===== src/rtl/lsu_dbus_ctrl.sv =====
// Load-store unit: registers one load/store, drives the data bus and
// sequences the dual-port memory's read-modify-write store handshake.
module lsu_dbus_ctrl #(
  parameter logic [31:0] DMEM_BASE      = 32'h0000_0000,
  parameter int          DMEM_ADDR_BITS = 16,
  parameter int          TIMEOUT        = 16
) (
  input  logic        clk,
  input  logic        rst_n,
  input  logic        ld_req,
  input  logic        st_req,
  input  logic [2:0]  funct3,
  input  logic [31:0] addr_i,
  input  logic [31:0] st_data_i,
  output logic        lsu_busy,
  output logic        dbus_req,
  output logic        dbus_w_en,
  output logic [31:0] dbus_addr,
  output logic [31:0] dbus_w_data,
  output logic [3:0]  dbus_sel_byte,
  output logic        dmem_sel,
  input  logic [31:0] dbus_r_data,
  input  logic        dbus_ack,
  input  logic        store_busy,
  output logic        lsu_valid,
  output logic [31:0] lsu_r_data,
  output logic        misalign,
  output logic        bus_err
);

  localparam int CW = $clog2(TIMEOUT + 1);

  typedef enum logic [2:0] {
    S_IDLE,
    S_LOAD,
    S_STORE,
    S_COMMIT,
    S_RESP
  } state_t;

  state_t        state_q, state_d;
  logic [31:0]   addr_q, addr_d;
  logic [2:0]    f3_q, f3_d;
  logic [31:0]   wdata_q, wdata_d;
  logic [3:0]    sel_q, sel_d;
  logic          dmem_q, dmem_d;
  logic          seen_q, seen_d;
  logic [CW-1:0] cnt_q, cnt_d;
  logic [31:0]   rdata_q, rdata_d;
  logic          mis_q, mis_d;
  logic          err_q, err_d;

  logic          f3_ok;
  logic          mis_in;
  logic          dsel_in;
  logic [3:0]    sel_in;
  logic [31:0]   wdata_in;
  logic [31:0]   byte_sh;
  logic [15:0]   half_v;
  logic [31:0]   ld_ext;
  logic          tmo;
  logic          st_done;

  always_comb begin
    f3_ok = 1'b0;
    unique case (1'b1)
      (funct3 == 3'b000): f3_ok = 1'b1;
      (funct3 == 3'b001): f3_ok = 1'b1;
      (funct3 == 3'b010): f3_ok = 1'b1;
      (funct3 == 3'b100): f3_ok = !st_req;
      (funct3 == 3'b101): f3_ok = !st_req;
      default:            f3_ok = 1'b0;
    endcase
  end

  assign mis_in = ((funct3[1:0] == 2'b01) && addr_i[0])
               || ((funct3[1:0] == 2'b10) && (addr_i[1:0] != 2'b00));

  assign dsel_in = (addr_i[31:DMEM_ADDR_BITS]
                    == DMEM_BASE[31:DMEM_ADDR_BITS]);

  always_comb begin
    sel_in   = 4'b1111;
    wdata_in = st_data_i;
    case (funct3[1:0])
      2'b00: begin
        sel_in   = 4'b0001 << addr_i[1:0];
        wdata_in = {4{st_data_i[7:0]}};
      end
      2'b01: begin
        sel_in   = 4'b0011 << {addr_i[1], 1'b0};
        wdata_in = {2{st_data_i[15:0]}};
      end
      default: begin
        sel_in   = 4'b1111;
        wdata_in = st_data_i;
      end
    endcase
  end

  // Lane extraction from the registered address, then extension
  assign byte_sh = dbus_r_data >> {addr_q[1:0], 3'b000};
  assign half_v  = addr_q[1] ? dbus_r_data[31:16] : dbus_r_data[15:0];

  always_comb begin
    ld_ext = dbus_r_data;
    case (f3_q)
      3'b000:  ld_ext = {{24{byte_sh[7]}}, byte_sh[7:0]};
      3'b100:  ld_ext = {24'h0, byte_sh[7:0]};
      3'b001:  ld_ext = {{16{half_v[15]}}, half_v};
      3'b101:  ld_ext = {16'h0, half_v};
      default: ld_ext = dbus_r_data;
    endcase
  end

  assign tmo     = (cnt_q == CW'(TIMEOUT - 1));
  assign st_done = dmem_q ? (seen_q && !store_busy) : dbus_ack;

  always_comb begin
    state_d = state_q;
    addr_d  = addr_q;
    f3_d    = f3_q;
    wdata_d = wdata_q;
    sel_d   = sel_q;
    dmem_d  = dmem_q;
    seen_d  = seen_q | store_busy;
    cnt_d   = cnt_q + CW'(1);
    rdata_d = rdata_q;
    mis_d   = mis_q;
    err_d   = err_q;
    unique case (state_q)
      S_IDLE, S_RESP: begin
        state_d = S_IDLE;
        cnt_d   = '0;
        seen_d  = 1'b0;
        rdata_d = '0;
        mis_d   = 1'b0;
        err_d   = 1'b0;
        if (ld_req || st_req) begin
          addr_d  = addr_i;
          f3_d    = funct3;
          wdata_d = wdata_in;
          sel_d   = sel_in;
          dmem_d  = dsel_in;
          if (!f3_ok) begin
            err_d   = 1'b1;
            state_d = S_RESP;
          end else if (mis_in) begin
            mis_d   = 1'b1;
            state_d = S_RESP;
          end else begin
            state_d = st_req ? S_STORE : S_LOAD;
          end
        end
      end
      S_LOAD: begin
        if (dbus_ack) begin
          rdata_d = ld_ext;
          state_d = S_RESP;
        end else if (tmo) begin
          err_d   = 1'b1;
          state_d = S_RESP;
        end
      end
      S_STORE: begin
        if (st_done) begin
          state_d = S_COMMIT;
        end else if (tmo) begin
          err_d   = 1'b1;
          state_d = S_RESP;
        end
      end
      S_COMMIT: state_d = S_RESP;
      default:  state_d = S_IDLE;
    endcase
  end

  always_ff @(posedge clk or negedge rst_n) begin
    if (!rst_n) begin
      state_q <= S_IDLE;
      addr_q  <= '0;
      f3_q    <= '0;
      wdata_q <= '0;
      sel_q   <= '0;
      dmem_q  <= 1'b0;
      seen_q  <= 1'b0;
      cnt_q   <= '0;
      rdata_q <= '0;
      mis_q   <= 1'b0;
      err_q   <= 1'b0;
    end else begin
      state_q <= state_d;
      addr_q  <= addr_d;
      f3_q    <= f3_d;
      wdata_q <= wdata_d;
      sel_q   <= sel_d;
      dmem_q  <= dmem_d;
      seen_q  <= seen_d;
      cnt_q   <= cnt_d;
      rdata_q <= rdata_d;
      mis_q   <= mis_d;
      err_q   <= err_d;
    end
  end

  logic drive;
  logic st_drive;
  logic resp;

  assign drive    = (state_q == S_LOAD) || (state_q == S_STORE)
                 || (state_q == S_COMMIT);
  assign st_drive = (state_q == S_STORE) || (state_q == S_COMMIT);
  assign resp     = (state_q == S_RESP);

  assign lsu_busy      = drive;
  assign dbus_req      = (state_q == S_LOAD) || (state_q == S_STORE);
  assign dbus_w_en     = st_drive;
  assign dbus_addr     = drive ? addr_q : '0;
  assign dbus_w_data   = st_drive ? wdata_q : '0;
  assign dbus_sel_byte = drive ? sel_q : '0;
  assign dmem_sel      = dmem_q;
  assign lsu_valid     = resp;
  assign lsu_r_data    = resp ? rdata_q : '0;
  assign misalign      = resp && mis_q;
  assign bus_err       = resp && err_q;

endmodule


===== config.mk =====
export PLATFORM = sky130hd
export DESIGN_NAME = lsu_dbus_ctrl
export DESIGN_NICKNAME = d
export VERILOG_FILES = /design/src/rtl/lsu_dbus_ctrl.sv
export SDC_FILE = /design/constraint.sdc
export NUM_CORES = 1
export LEC_CHECK = 0
export BUFFER_PORTS_ARGS = -buffer_cell sky130_fd_sc_hd__buf_2
export CAP_MARGIN = 5
export CORE_ASPECT_RATIO = 1.4
export CORE_UTILIZATION = 50
export DETAILED_ROUTE_END_ITERATION = 8
export PLACE_DENSITY = 0.87
export SETUP_SLACK_MARGIN = 0.2
export SYNTH_ARGS = -nofsm -noshare
export SYNTH_HDL_FRONTEND = slang
export SYNTH_SLANG_ARGS = --single-unit

===== constraint.sdc =====
create_clock -name clk -period 2.4 [get_ports clk]
set_input_delay 0.36 -clock clk [delete_from_list [all_inputs] [get_ports clk]]
set_output_delay 0.36 -clock clk [all_outputs]
set_load 0.005 [all_outputs]

==> impl_metrics.env <==
export IMPL_power_density_nw_per_um2=973
export IMPL_fin_util=0.666
export IMPL_area_growth_pct=30.3
export IMPL_cts_buffers_inserted=17
export IMPL_yosys_area_top_type="dfrtp_1"
export IMPL_netlist_area_leader_share=0.479
export IMPL_required_ps=2040
export IMPL_grt_pass1_vias=5314
export IMPL_final_hold_violation_count=0
export IMPL_ys_seq_elements=115
export IMPL_rows=47
export IMPL_cp_num_buf_inv=3
export IMPL_fmax_mhz=472
export IMPL_critPathSlowestCell="dfrtp_1"
export IMPL_gp_congestion=0.841
export IMPL_cts_max_level=4
export IMPL_rsz0062_at_grt="false"
export IMPL_slew_limit_headroom=0.517
export IMPL_drtAntennaViolNets=0
export IMPL_wl_mm=16.0
export IMPL_die_area_sq_um=12500
export IMPL_seqCellArea_sq_um=2880
export IMPL_rrSetupSlack_ps=440
export IMPL_synthArstFlopShare=1.00
export IMPL_finalMaxSlewViolations=0
export IMPL_r2r_start="addr_q[1]"
export IMPL_clock_latency_ps=410
export IMPL_fin_skew_ps=5.38
export IMPL_setup_tns_ps=0
export IMPL_cpPeakStageDelay_ps=380
export IMPL_antennaDiodeCount=0
export IMPL_cts_tree="yes"
export IMPL_critPathArrivalTime_ps=1760
export IMPL_antenna_found_initial=0
export IMPL_clkTransAtPathRegs_ps=60
export IMPL_final_nets=900
export IMPL_final_cell_mix="buf_2 (210), dfrtp_1 (115), and2_1 (70)"
export IMPL_stdcell_area_sq_um=7830
export IMPL_crit_fanout=43
export IMPL_detailed_place_area_sq_um=7190
export IMPL_status="finished clean"
export IMPL_drv_cap=0
export IMPL_hold_path_class="primary input to register"
export IMPL_io_pins=212
export IMPL_first_pass_iters=4
export IMPL_final_common_cell="buf_2"
export IMPL_clockBufferDepth=2
export IMPL_die_w_um=94.6
export IMPL_netlist_area_sq_um=6010
export IMPL_viasPerCell=5.48
export IMPL_synth_edff_count=0
export IMPL_io_buffers=211
export IMPL_critPathTopFamily="buffers and inverters"
export IMPL_cts_root_buf="clkbuf_16"
export IMPL_syn_avg_cell_area_sq_um=10.1
export IMPL_hold_start="addr_i[12]"
export IMPL_grt_usage=0.265
export IMPL_leakagePower_nw=4.10
export IMPL_period_share=0.882
export IMPL_routedWlPerCell_um=16.8
export IMPL_cp_start_kind="register"
export IMPL_tightest_slew_ps=725
export IMPL_multi_input_area_sq_um=2890
export IMPL_hold_path_depth=2
export IMPL_fillers=939
export IMPL_worstPathCellList="buf_4 > nor2b_2 > buf_8 > and2_1 > buf_2"
export IMPL_drc=0
export IMPL_r2r_end="rdata_q[26]"
export IMPL_grt_overflow_total=0
export IMPL_drive_above_1_share=0.412
export IMPL_netlist_instances=592
export IMPL_post_dp_hpwl_mm=11.4
export IMPL_synth_area_leaders="dfrtp_1 (48%), mux2_2 (9.9%), and2_1 (7.3%)"
export IMPL_vdd_drop_max_uv=632
export IMPL_synth_flop_cell="dfrtp_1"
export IMPL_syn_num_nets=699
export IMPL_setup_violations=0
export IMPL_drt_iter0_drc=231
export IMPL_yosys_cell_types_count=43
export IMPL_die_h_um=132
export IMPL_ys_warn_count=0
export IMPL_endpoint_kind="output port"
export IMPL_grt_first_pass_wirelength_mm=25.5
export IMPL_whs_endpoint="addr_q[12]"
export IMPL_final_min_clock_period_ps=2120
export IMPL_r2r_cells=5
export IMPL_cts_sinks=115
export IMPL_whs_ps=172
export IMPL_yosysSeqAreaShare=0.479
export IMPL_path_class="register to output port"
export IMPL_fp_coreArea_sq_um=11800
export IMPL_start_util=0.511
export IMPL_grt_start_max_net_pins=54
export IMPL_via_count=5224
## cells in the mapped netlist (all sizes together) (2+ instances only)
cell and instances:
a21o 2, a21oi 29, a221o 17, a22o 8
and2 70, and3 35, buf 12, clkbuf 35
dfrtp 115, ha 2, inv 14, mux2 53
mux2i 25, nand2 40, nand2b 6, nand3 4
nor2 38, nor2b 4, nor3 3, nor4 4
o21a 2, o21ai 42, o22ai 9, o31ai 8
xnor2 2
## routing by layer
layer  vias to the layer above  part of all wire  wire (um)  global-route usage
met5                         -                 0          0                   0
met4                         0             0.040        635               0.138
met3                        51             0.061        977              0.0666
met2                       229              0.50       8060               0.439
met1                      2454              0.39       6310               0.310
li1                       2490                 -          -                   -
## through the flow
stage	power, W	instances	setup WS, ps
after global placement	0.00504	918	310
after detailed placement	0.00512	918	224
after CTS	0.00764	953	234
after global routing	0.00804	953	199
after floorplan	0.00428	592	624
final	0.00762	953	282
## kinds of logic after synthesis
| family | count (synthesis) | share of synthesized area |
|---|---|---|
| flops | 115 | 0.479 |
| mux | 78 | 0.141 |
| buf+inv | 61 | 0.0437 |
| fa+ha+maj | 2 | 0.00416 |
| compound gates | 125 | 0.142 |
| xor+xnor | 3 | 0.00437 |
| simple gates | 208 | 0.185 |
## worst max path at each step
| stage | start | endpoint | cells past startpoint |
|---|---|---|---|
| 6_report | state_q[2] | dbus_w_data[14] | 5 |
| 2_1_floorplan | state_q[2] | rdata_q[28] | 7 |
| 3_5_place_dp | addr_q[1] | rdata_q[26] | 4 |
| 5_1_grt | state_q[2] | dbus_addr[19] | 5 |
| 3_3_place_gp | addr_q[1] | rdata_q[27] | 4 |
| 4_1_cts | state_q[0] | dbus_addr[19] | 5 |
## power breakdown
part / switching (W) / internal, W
clock network: 0.000951 / 0.00153
registers: 0.000381 / 0.00246
logic: 0.00121 / 0.00109
total: 0.00254 / 0.00508
## repair_timing
item | CTS | global route
hold endpoints to repair | 20 | 0
resized for setup | 3 | 3
pin swaps | 1 | 0
buffers inserted | 2 | 0
hold buffers | 1 | 0
gates cloned | 0 | 0
endpoints found under the setup margin | 9 | 19
## state kept, by name (all words and copies together), names as in the netlist
register,cells
addr_q,32
rdata_q,32
wdata_q,32
cnt_q,5
sel_q,4
f3_q,3
state_q,3
dmem_sel,1
err_q,1
mis_q,1
seen_q,1
## area by class of cell
| class | instances | share of cell area |
|---|---|---|
| multi-input cells | 416 | 0.369 |
| flip-flops and latches | 115 | 0.368 |
| repair buffers | 229 | 0.158 |
| clock buffers | 17 | 0.0543 |
| well taps | 147 | 0.0235 |
| clock inverters | 15 | 0.0205 |
| inverters | 14 | 0.00671 |
(Power assumes the default switching activity.)
